`config.mk`:
```
export PLATFORM = sky130hd
export DESIGN_NAME = div_iter_unit
export DESIGN_NICKNAME = d
export VERILOG_FILES = /design/src/rtl/div_iter_unit.sv
export SDC_FILE = /design/constraint.sdc
export NUM_CORES = 1
export LEC_CHECK = 0
export ABC_AREA = 1
export BUFFER_PORTS_ARGS = -buffer_cell sky130_fd_sc_hd__buf_4
export CAP_MARGIN = 20
export CORE_MARGIN = 4
export CORE_UTILIZATION = 56
export CTS_BUF_LIST = sky130_fd_sc_hd__clkbuf_2 sky130_fd_sc_hd__clkbuf_4 sky130_fd_sc_hd__clkbuf_8
export CTS_CLUSTER_SIZE = 12
export DETAILED_ROUTE_END_ITERATION = 8
export GPL_TIMING_DRIVEN = 0
export MAX_ROUTING_LAYER = met4
export PLACE_DENSITY_LB_ADDON = 0.3
export SYNTH_ARGS = -nofsm -noshare
export SYNTH_HDL_FRONTEND = slang
export SYNTH_SLANG_ARGS = --single-unit
```
`constraint.sdc`:
```
create_clock -name clk -period 6.23 [get_ports clk]
set_clock_uncertainty 0.15 [all_clocks]
set_input_delay 1.246 -clock clk [delete_from_list [all_inputs] [get_ports clk]]
set_output_delay 1.246 -clock clk [all_outputs]
set_load 0.01 [all_outputs]
```
`src/rtl/div_iter_unit.sv`:
```
// rtl/div_iter_unit.sv - iterative radix-2 restoring DIV/DIVU unit for the EX stage
// Optional: define DIV_ZERO_FAST_EN to finish divide-by-zero in one stall cycle.
module div_iter_unit #(
   parameter int WIDTH = 32
) (
   input  logic             clk,
   input  logic             rst,
   input  logic             startE,
   input  logic             signedE,
   input  logic [WIDTH-1:0] aE,
   input  logic [WIDTH-1:0] bE,
   input  logic             pipe_stallE,
   input  logic             cancel,
   output logic             div_stallE,
   output logic             div_doneE,
   output logic [WIDTH-1:0] quotE,
   output logic [WIDTH-1:0] remE
);

   typedef enum logic [1:0] {IDLE, BUSY, DONE} state_t;
   localparam int CW = $clog2(WIDTH);

   state_t           state;
   logic [CW-1:0]    count;
   logic [WIDTH-1:0] divisor;
   logic [WIDTH-1:0] partRem;
   logic [WIDTH-1:0] partQuot;
   logic             quotNeg;
   logic             remNeg;

   logic [WIDTH-1:0] absA;
   logic [WIDTH-1:0] absB;
   logic [WIDTH:0]   shifted;
   logic [WIDTH:0]   trial;
   logic [WIDTH-1:0] nextRem;
   logic [WIDTH-1:0] nextQuot;

   assign absA = (signedE && aE[WIDTH-1]) ? -aE : aE;
   assign absB = (signedE && bE[WIDTH-1]) ? -bE : bE;

   // Shifted remainder can need WIDTH+1 bits; bit WIDTH of the trial is the borrow.
   assign shifted  = {partRem, partQuot[WIDTH-1]};
   assign trial    = shifted - {1'b0, divisor};
   assign nextRem  = trial[WIDTH] ? shifted[WIDTH-1:0] : trial[WIDTH-1:0];
   assign nextQuot = {partQuot[WIDTH-2:0], ~trial[WIDTH]};

   always_comb begin
      div_stallE = 1'b0;
      case (state)
         IDLE:    div_stallE = startE & ~cancel;
         BUSY:    div_stallE = ~cancel;
         default: div_stallE = 1'b0;
      endcase
   end

   always_ff @(posedge clk or posedge rst) begin
      if (rst) begin
         state     <= IDLE;
         count     <= '0;
         divisor   <= '0;
         partRem   <= '0;
         partQuot  <= '0;
         quotNeg   <= 1'b0;
         remNeg    <= 1'b0;
         quotE     <= '0;
         remE      <= '0;
         div_doneE <= 1'b0;
      end else if (cancel) begin
         state     <= IDLE;
         div_doneE <= 1'b0;
      end else begin
         case (state)
            IDLE: begin
               if (startE) begin
`ifdef DIV_ZERO_FAST_EN
                  if (bE == '0) begin
                     state     <= DONE;
                     div_doneE <= 1'b1;
                     quotE     <= (signedE && aE[WIDTH-1]) ? {{(WIDTH-1){1'b0}}, 1'b1} : '1;
                     remE      <= aE;
                  end else begin
`else
                  begin
`endif
                     divisor  <= absB;
                     partQuot <= absA;
                     partRem  <= '0;
                     count    <= '0;
                     quotNeg  <= signedE & (aE[WIDTH-1] ^ bE[WIDTH-1]);
                     remNeg   <= signedE & aE[WIDTH-1];
                     state    <= BUSY;
                  end
               end
            end
            BUSY: begin
               partRem  <= nextRem;
               partQuot <= nextQuot;
               count    <= count + 1'b1;
               if (count == CW'(WIDTH - 1)) begin
                  state     <= DONE;
                  div_doneE <= 1'b1;
                  quotE     <= quotNeg ? -nextQuot : nextQuot;
                  remE      <= remNeg ? -nextRem : nextRem;
               end
            end
            DONE: begin
               // Result is held while EX is frozen so the same instruction is not redone.
               if (!pipe_stallE) begin
                  state     <= IDLE;
                  div_doneE <= 1'b0;
               end
            end
            default: state <= IDLE;
         endcase
      end
   end

endmodule
```
## Word level (Yosys, flattened, before mapping)

Cells that the tools add are included.

- $add $sub $neg: 6
- Eq/ne operators: 7
- Muxes and demuxes: 21
- Bitwise gates (word level): 6
- Reductions and logical operators: 10

Operator list:

| operator | number |
|---|---|
| 32-bit 2-to-1 mux | 7 |
| 32-bit negator | 4 |
| 32-bit one-hot mux with 2 select lines | 2 |
| 33-bit by 32-bit subtractor with 33-bit output | 1 |
| 3-bit AND reduction | 5 |
| 5-bit one-hot mux with 2 select lines | 1 |
| 3-bit inequality test (second input constant) | 3 |
| 2-bit 2-to-1 mux | 4 |
| 2-bit one-hot mux with 3 select lines | 1 |
| 5-bit by 1-bit adder with 5-bit output (second input constant) | 1 |
| 5-bit equality test (second input constant) | 1 |
| 5-bit 2-to-1 mux | 1 |
| 1-bit one-hot mux with 2 select lines | 2 |
| 1-bit AND | 3 |
| 1-bit 2-to-1 mux | 3 |
| 3-bit nonzero test | 1 |
| 2-bit by 1-bit equality test with 1-bit output (second input constant) | 1 |
| 2-bit equality test (second input constant) | 1 |
| 1-bit logical AND | 2 |
| 2-bit zero test | 1 |
| 2-bit inequality test (second input constant) | 1 |
| 1-bit inverter | 2 |
| 2-bit nonzero test | 1 |
| 1-bit bitwise XOR | 1 |

- Flip-flop bits (word level): 170
- Output and inout bits: 66
- Logic and storage cells: 60

## Logic depth before layout (Yosys ltp)

Gate-level depths: netlist (run 1).

- Depth after elaboration: 4
- Gate-level depth with buffers: 29

## Worst setup path before layout (run 1)

Ideal clock, no wire load.

- Kind: reg-to-reg
- From: reg divisor[0]
- To: reg quotE[30]
- Setup time: 0.117 ns
- Arrival: 3.639 ns
- Setup slack: 2.323 ns
- Cell stages (with the launch flop): 29
- Path buffers: 1
- Clock period less this slack: 3.907 ns
- Path through: dfrtp_1 ha_1 fa_1 inv_1 nand2_1 nand2_1 nand3_1 nand2_2 nand2_2 nand2_2 nand2_4 nand2_4 nand2_4 nand2_4 buf_2 ha_1 nand3_1 nor3_1 nand3_1 nor3_2 nand4_1 inv_1 nand3_1 o21ai_2 nand3_1 nor2_1 nand2_1 nand3_1 nand2_1

- Cells in the longest elaborated chain, start to end: 4

Ends and longest elaborated chain:

| what | line | text |
|---|---|---|
| from (decl) | 25 | `logic [WIDTH-1:0] divisor;` |
| from (signal assigned) | 85 | `divisor <= absB;` |
| 33-bit by 32-bit subtractor with 33-bit output | 43 | `assign trial = shifted - {1'b0, divisor};` |
| 1-bit inverter | 45 | `assign nextQuot = {partQuot[WIDTH-2:0], ~trial[WIDTH]};` |
| 32-bit negator | 102 | `quotE <= quotNeg ? -nextQuot : nextQuot;` |
| 32-bit 2-to-1 mux | 102 |  |
| to (signal assigned) | 102 |  |
| to (decl) | 16 | `output logic [WIDTH-1:0] quotE,` |

No other way between the ends.
A chain may end at the register's enable or synchronous reset.

## Worst setup path after layout (run 1)

- From: in cancel
- To: out div_stallE

- Cells in the longest elaborated chain, start to end: 3

Ends and longest elaborated chain:

| what | line | text |
|---|---|---|
| from (decl) | 13 | `input logic cancel,` |
| 1-bit inverter (no source line) * | - |  |
| 1-bit AND | 50 | `IDLE: div_stallE = startE & ~cancel;` |
| 1-bit one-hot mux with 2 select lines * | 49 | `case (state)` |
| to (decl) | 14 | `output logic div_stallE,` |

Mark *: on every way between the ends. The rest lies on a longest branch, timed or not.

==> results.ini, run 1 <==
[finish]
nets=2288
design_area_um2=15000
antennaDiodeCount=0
nFillCells=2169
area_growth_pct=13.8
stdcell_count=2505
finish.utilization=0.655
layout-drive-gt1-share=0.120

[global_routing]
grt_start_max_net_pins=133
grt_usage=0.340
grt_first_pass_wirelength_um=68300
grt_pass1_vias=13200
antenna_found_initial=0
grt-ovfl-total=0

[run_status]
status=finished, violations left
violations=design-rule violations

[placed_design]
port_buffers=135
place.gp.congestion=1.00
dp_cells=2473
dp_slack_ps=1100
placed_area_um2=14600
dp_hpwl_um=34600

[critical_path]
end_kind=output pin
critPathKind=in2out
required_ps=4830
cp-start-kind=primary input
cp.arrival_ps=3870
crit_path_cell_trace=buf_4 -> nor2_1 -> inv_1 -> nor2_1 -> clkinv_1 -> nand2_1 -> buf_1 -> buf_4
crit_path_max_incr_delay_ps=650
cp_num_buf_inv=5
path_max_fanout=10
slowest_stage=buf_1
cp_top_family=buffers and inverters

[cts]
clkSlewWorstSetupHoldPaths_ps=100
clk_latency_ps=490
cts_buffers=17
cts-htree-levels=4
cts_setup_buffers=0
cts_buffer_depth=2
cts_hold_buf=0
numClockSinks=170
cts-root-buf=clkbuf_8
cts_tree=done
cts-resized-gates=0

[timing]
fin_crit_sh=0.846
max_slew_margin=0.194
finalSetupViolCount=0
timing.fmax_ghz=0.190
slew_viol_final=0
period_needed_ps=5270
max_slew.worst_pin.slew_ps=1200
fin_ws_ps=961
rsz0062_at_grt=false
setup_tns_ps=0
hold_violations=0

[flow_run]
cap_violations=0

[floorplanning]
core_um2=22900
fp.dieW_um=161
ios=136
core.rowCount=55
die_area_um2=26100
die_h_um=161
start_util=0.575

[synthesis]
synth_edf_count=0
syn-num-nets=2133
ys_async_sr_fraction=1.00
syn_area_um2=13200
ys_warn_count=0
syn_avg_cell_area_um2=6.52
yosysSeqAreaShare=0.323
ys_ff_latch=170
syn_inst=2024
synth_cell_types=50
synth_ff_type=dfrtp_1

[drt]
routed-via-count=13900
drc_errors=2
routedWlPerCell_um=17.2
vias_per_cell=5.53
first_pass_iters=8
ant_nets=0
drt_iter0_drc=1277
totalWireLength_um=43100

[power_and_ir_drop]
p_per_area_nw_per_um2=539
leakage_nw=8.21
ir_drop_uv=393

[min_path]
hold_class=reg2reg

==> cells in the mapped netlist (13+ instances only) <==
library cell | number | area (um2)
clkbuf_1 | 44 | 165
nand2_2 | 33 | 206
nor3_1 | 14 | 70.1
nand3b_1 | 14 | 105
inv_1 | 286 | 1070
a21oi_1 | 28 | 140
nor2_1 | 162 | 608
xor2_1 | 69 | 604
nand2_1 | 709 | 2660
ha_1 | 38 | 475
nand3_1 | 151 | 756
o221ai_1 | 30 | 263
xnor2_1 | 13 | 114
o21ai_0 | 91 | 455
dfrtp_1 | 170 | 4250
o22ai_1 | 26 | 163
nand4_1 | 26 | 163
==> registers in the layout, indices dropped and copies added, names as in the netlist <==
| name | cells |
|---|---|
| quotNeg | 1 |
| quotE | 32 |
| partQuot | 32 |
| div_doneE | 1 |
| count | 5 |
| remNeg | 1 |
| remE | 32 |
| state | 2 |
| partRem | 32 |
| divisor | 32 |
==> routing by layer <==
metal	wire length, um	track usage	share of wire
met1	18000	0.437	0.42
met2	20000	0.541	0.46
met3	3010	0.0439	0.070
met4	2180	0.152	0.051
met5	0	-	0
==> metrics by stage <==
step / hold WS (ps) / total power [mW]
final: 346 / 8.09
after global routing: 370 / 8.81
after CTS: 347 / 7.99
after detailed placement: 320 / 7.19
after global placement: 305 / 7.09
after floorplan: 284 / 5.70
==> kinds of logic (layout without fill, tap and decap cells) <==
group	Yosys count	count (layout)	share of synthesized area
adders and majority gates	39	39	0.0376
AOI/OAI and AO/OA	215	215	0.100
DFF	170	170	0.323
xor gates and xnor gates	82	82	0.0545
and+or+nand+nor	1161	1161	0.378
buffers and inverters	357	525	0.108
==> final cells by class <==
class	count	area [um2]	area share
clock inverter	15	151	0.0101
sequential	170	4250	0.283
inverter	294	1110	0.0740
timing repair buffer	136	1040	0.0693
buffer	63	317	0.0211
tap	313	392	0.0261
clock buffer	17	234	0.0156
multi-input combinational	1497	7510	0.500
==> placed cells by master (no fill, tap or decap), drive strengths merged, types with 9 or more instances in the layout <==
cell	instances
nand4	26
dfrtp	170
nand3	157
nor2	175
ha	38
xnor2	13
inv	299
o22ai	26
clkinv	9
nand2	749
clkbuf	61
buf	155
o221ai	30
xor2	69
a31oi	11
nor3	16
o21ai	98
a21oi	31
nand3b	14
==> path summary, 6_finish.rpt <==
kind,slack [ps],depth (start not counted),from,end
worst max-delay path,960,8,cancel,div_stallE
worst min-delay path,350,2,quotE[19],quotE[19]
worst max register to register,1270,27,partQuot[31],quotE[28]
worst min register to register,350,2,quotE[19],quotE[19]
max in group asynchronous,4420,3,rst,count[2]
min in group asynchronous,570,2,rst,remE[0]
==> worst register-to-register path, cell delays in order, from the launching register on <==
cell and delay (ps):
dfrtp_1 350, inv_1 120, ha_1 250, fa_1 420
inv_1 120, nand2_1 70, nand2_1 80, nand3_1 100
nand2_2 140, nand2_2 70, nand2_2 80, nand2_4 80
nand2_4 90, nand2_4 80, nand2_4 100, buf_2 300
ha_1 240, nand3_1 110, nor3_1 220, nand3_1 160
nor3_2 250, nand4_1 200, inv_1 120, nand3_1 140
o21ai_2 270, nand3_1 220, o21ai_0 220, a31oi_1 100
==> report_power, final <==
part	internal [mW]	leakage [nW]	total, mW	switching, mW
sequential	1.32	2.17	1.57	0.254
combinational	1.84	5.84	5.73	3.89
clock	0.298	0.194	0.786	0.488
total	3.45	8.21	8.09	4.63
Power figures use the tool's default switching activity.
==> inputs of run 2 (changes only) <==
--- a/config.mk
+++ b/config.mk
@@ -9,7 +9,7 @@
 export BUFFER_PORTS_ARGS = -buffer_cell sky130_fd_sc_hd__buf_4
 export CAP_MARGIN = 20
 export CORE_MARGIN = 4
-export CORE_UTILIZATION = 56
+export CORE_UTILIZATION = 62
 export CTS_BUF_LIST = sky130_fd_sc_hd__clkbuf_2 sky130_fd_sc_hd__clkbuf_4 sky130_fd_sc_hd__clkbuf_8
 export CTS_CLUSTER_SIZE = 12
 export DETAILED_ROUTE_END_ITERATION = 8
==> constraint.sdc (replaced) <==
create_clock -name clk -period 5.4 [get_ports clk]
set_clock_uncertainty 0.15 [all_clocks]
set_input_delay 1.08 -clock clk [delete_from_list [all_inputs] [get_ports clk]]
set_output_delay 1.08 -clock clk [all_outputs]
set_load 0.01 [all_outputs]
==> results.ini, run 2 (synthesis gave the netlist of run 1 again) <==
[floorplanning]
ios=136  ; unchanged
core_um2=21000  ; -8.6%
die_area_um2=23700  ; -9.2%
fp.dieW_um=154  ; -4.7%
die_h_um=154  ; -4.7%
core.rowCount=53  ; -3.6%
start_util=0.629  ; +0.0538

[timing]
max_slew.worst_pin.slew_ps=756  ; -448 ps
max_slew_margin=0.495  ; +0.301
setup_tns_ps=0  ; unchanged
period_needed_ps=4960
fin_crit_sh=0.919
timing.fmax_ghz=0.201
fin_hold_ws_ps=344  ; -2.43 ps
rsz0062_at_grt=false
slew_viol_final=0  ; unchanged
hold_violations=0  ; unchanged
finalSetupViolCount=0  ; unchanged

[critical_path]
r2r-end=quotE[30]
end_kind=register
crit_path_max_incr_delay_ps=410  ; -240 ps
cp.arrival_ps=5180  ; +1310 ps
slowest_stage=fa_1
r2r_setup_slack_ps=440  ; -830 ps
cp_top_family=simple AND/OR/NAND/NOR gates
r2r_start=partQuot[31]
cp-start-kind=register
critPathKind=reg2reg
required_ps=5610  ; +780 ps
cp_num_buf_inv=4  ; -1
critPathMostFrequentCell=nand3_1
reg2reg_depth=29  ; +7.4%
path_max_fanout=10  ; unchanged

[cts]
cts-htree-levels=4  ; unchanged
cts-root-buf=clkbuf_8
numClockSinks=170  ; unchanged
cts_hold_buf=0  ; unchanged
cts_tree=done
cts_setup_buffers=0  ; unchanged
clkSlewWorstSetupHoldPaths_ps=90  ; about the same
cts_buffer_depth=2  ; unchanged
cts-resized-gates=0  ; unchanged
clk_latency_ps=480  ; about the same
cts_buffers=17  ; unchanged

[drt]
top_layer_used=met4
vias_per_cell=5.68  ; +2.7%
wl_met1_um=17600  ; -2.2%
totalWireLength_um=43000  ; -0.42%
drt_iter0_drc=1462  ; +14%
wl_met3_um=3100  ; +3.1%
routed-via-count=14000  ; +1.3%
ant_nets=0  ; unchanged
dr_wl_met2_um=20400  ; +2.1%
routedWlPerCell_um=17.4  ; +0.99%
drc_errors=0  ; -2
first_pass_iters=6  ; -2

[placed_design]
port_buffers=135  ; unchanged
place.gp.congestion=1.02  ; +1.5%
dp_hpwl_um=34700  ; +0.29%

[finish]
layout-drive-gt1-share=0.122  ; +0.00120
nets=2292  ; +0.17%
final_cell_mix=nand2_1 (709), inv_1 (285), dfrtp_1 (170)
antennaDiodeCount=0  ; unchanged
area_growth_pct=14.2
layout_commonest_cell=nand2_1

[global_routing]
grt_first_pass_wirelength_um=68900  ; +0.82%
grt-ovfl-total=0  ; unchanged
grt_start_max_net_pins=42  ; -68%
grt_pass1_vias=13300  ; +0.65%
grt_usage=0.374  ; +0.0336
antenna_found_initial=0  ; unchanged

[min_path]
hold_class=reg2reg
min_path_cells=2  ; unchanged
min_to=divisor[22]
hp-start=divisor[22]

[run_status]
status=finished, final reports clean

[power_and_ir_drop]
leakage_nw=8.25  ; +0.47%
p_per_area_nw_per_um2=627  ; +16%
ir_drop_uv=341  ; -13%

[flow_run]
cap_violations=0  ; unchanged

## run 2: how the worst max path moves through the flow
| stage | from | endpoint | slack (ps) | depth (start not counted) |
|---|---|---|---|---|
| after floorplan | divisor[0] | quotE[30] | 1490 | 28 |
| after global placement | cancel | div_stallE | 710 | 8 |
| after detailed placement | divisor[0] | quotE[30] | 620 | 28 |
| after CTS | divisor[0] | quotE[30] | 510 | 28 |
| after global routing | partQuot[31] | quotE[30] | 150 | 29 |
| final | partQuot[31] | quotE[30] | 440 | 29 |
## run 2: metal layers
layer	vias up	GRT usage
li1	6725	-
met1	6525	0.483
met2	670	0.604
met3	118	0.0414
met4	0	0.155
met5	-	-
## run 2: power by group
| group | internal [mW] | leakage (nW) | total [mW] | switching [mW] |
|---|---|---|---|---|
| Combinational | 2.12 | 5.87 | 6.62 | 4.50 |
| Clock | 0.474 | 0.208 | 0.994 | 0.519 |
| Sequential | 1.52 | 2.17 | 1.82 | 0.298 |
| Total | 4.12 | 8.25 | 9.43 | 5.32 |
## run 2: final cells by class
class | instances | area [um2]
multi-input cells | 1497 | 7510
fillers | 1840 | 5900
flip-flops and latches | 170 | 4250
inverters | 294 | 1110
repair buffers | 140 | 1100
well taps | 275 | 344
plain buffers | 63 | 317
clock buffers | 18 | 241
clock inverters | 13 | 180
## run 2: worst register-to-register path, delay by kind of cell (launching register included)
kind / cells / cell delay (ps)
compound gates: 1 / 260
fa+ha+maj: 3 / 880
buf+inv: 4 / 650
flops: 1 / 340
simple gates: 21 / 2560
## run 2: metrics by stage
step	utilization	setup WS, ps	instances	cell area (um2)	power [mW]
final	0.719	436	2470	15100	9.43
after global routing	0.719	154	2470	15100	10.2
after CTS	0.718	507	2469	15100	9.30
after floorplan	-	1490	2024	13200	6.58
after global placement	0.694	706	2434	14500	8.17
after detailed placement	0.698	616	2438	14600	8.30
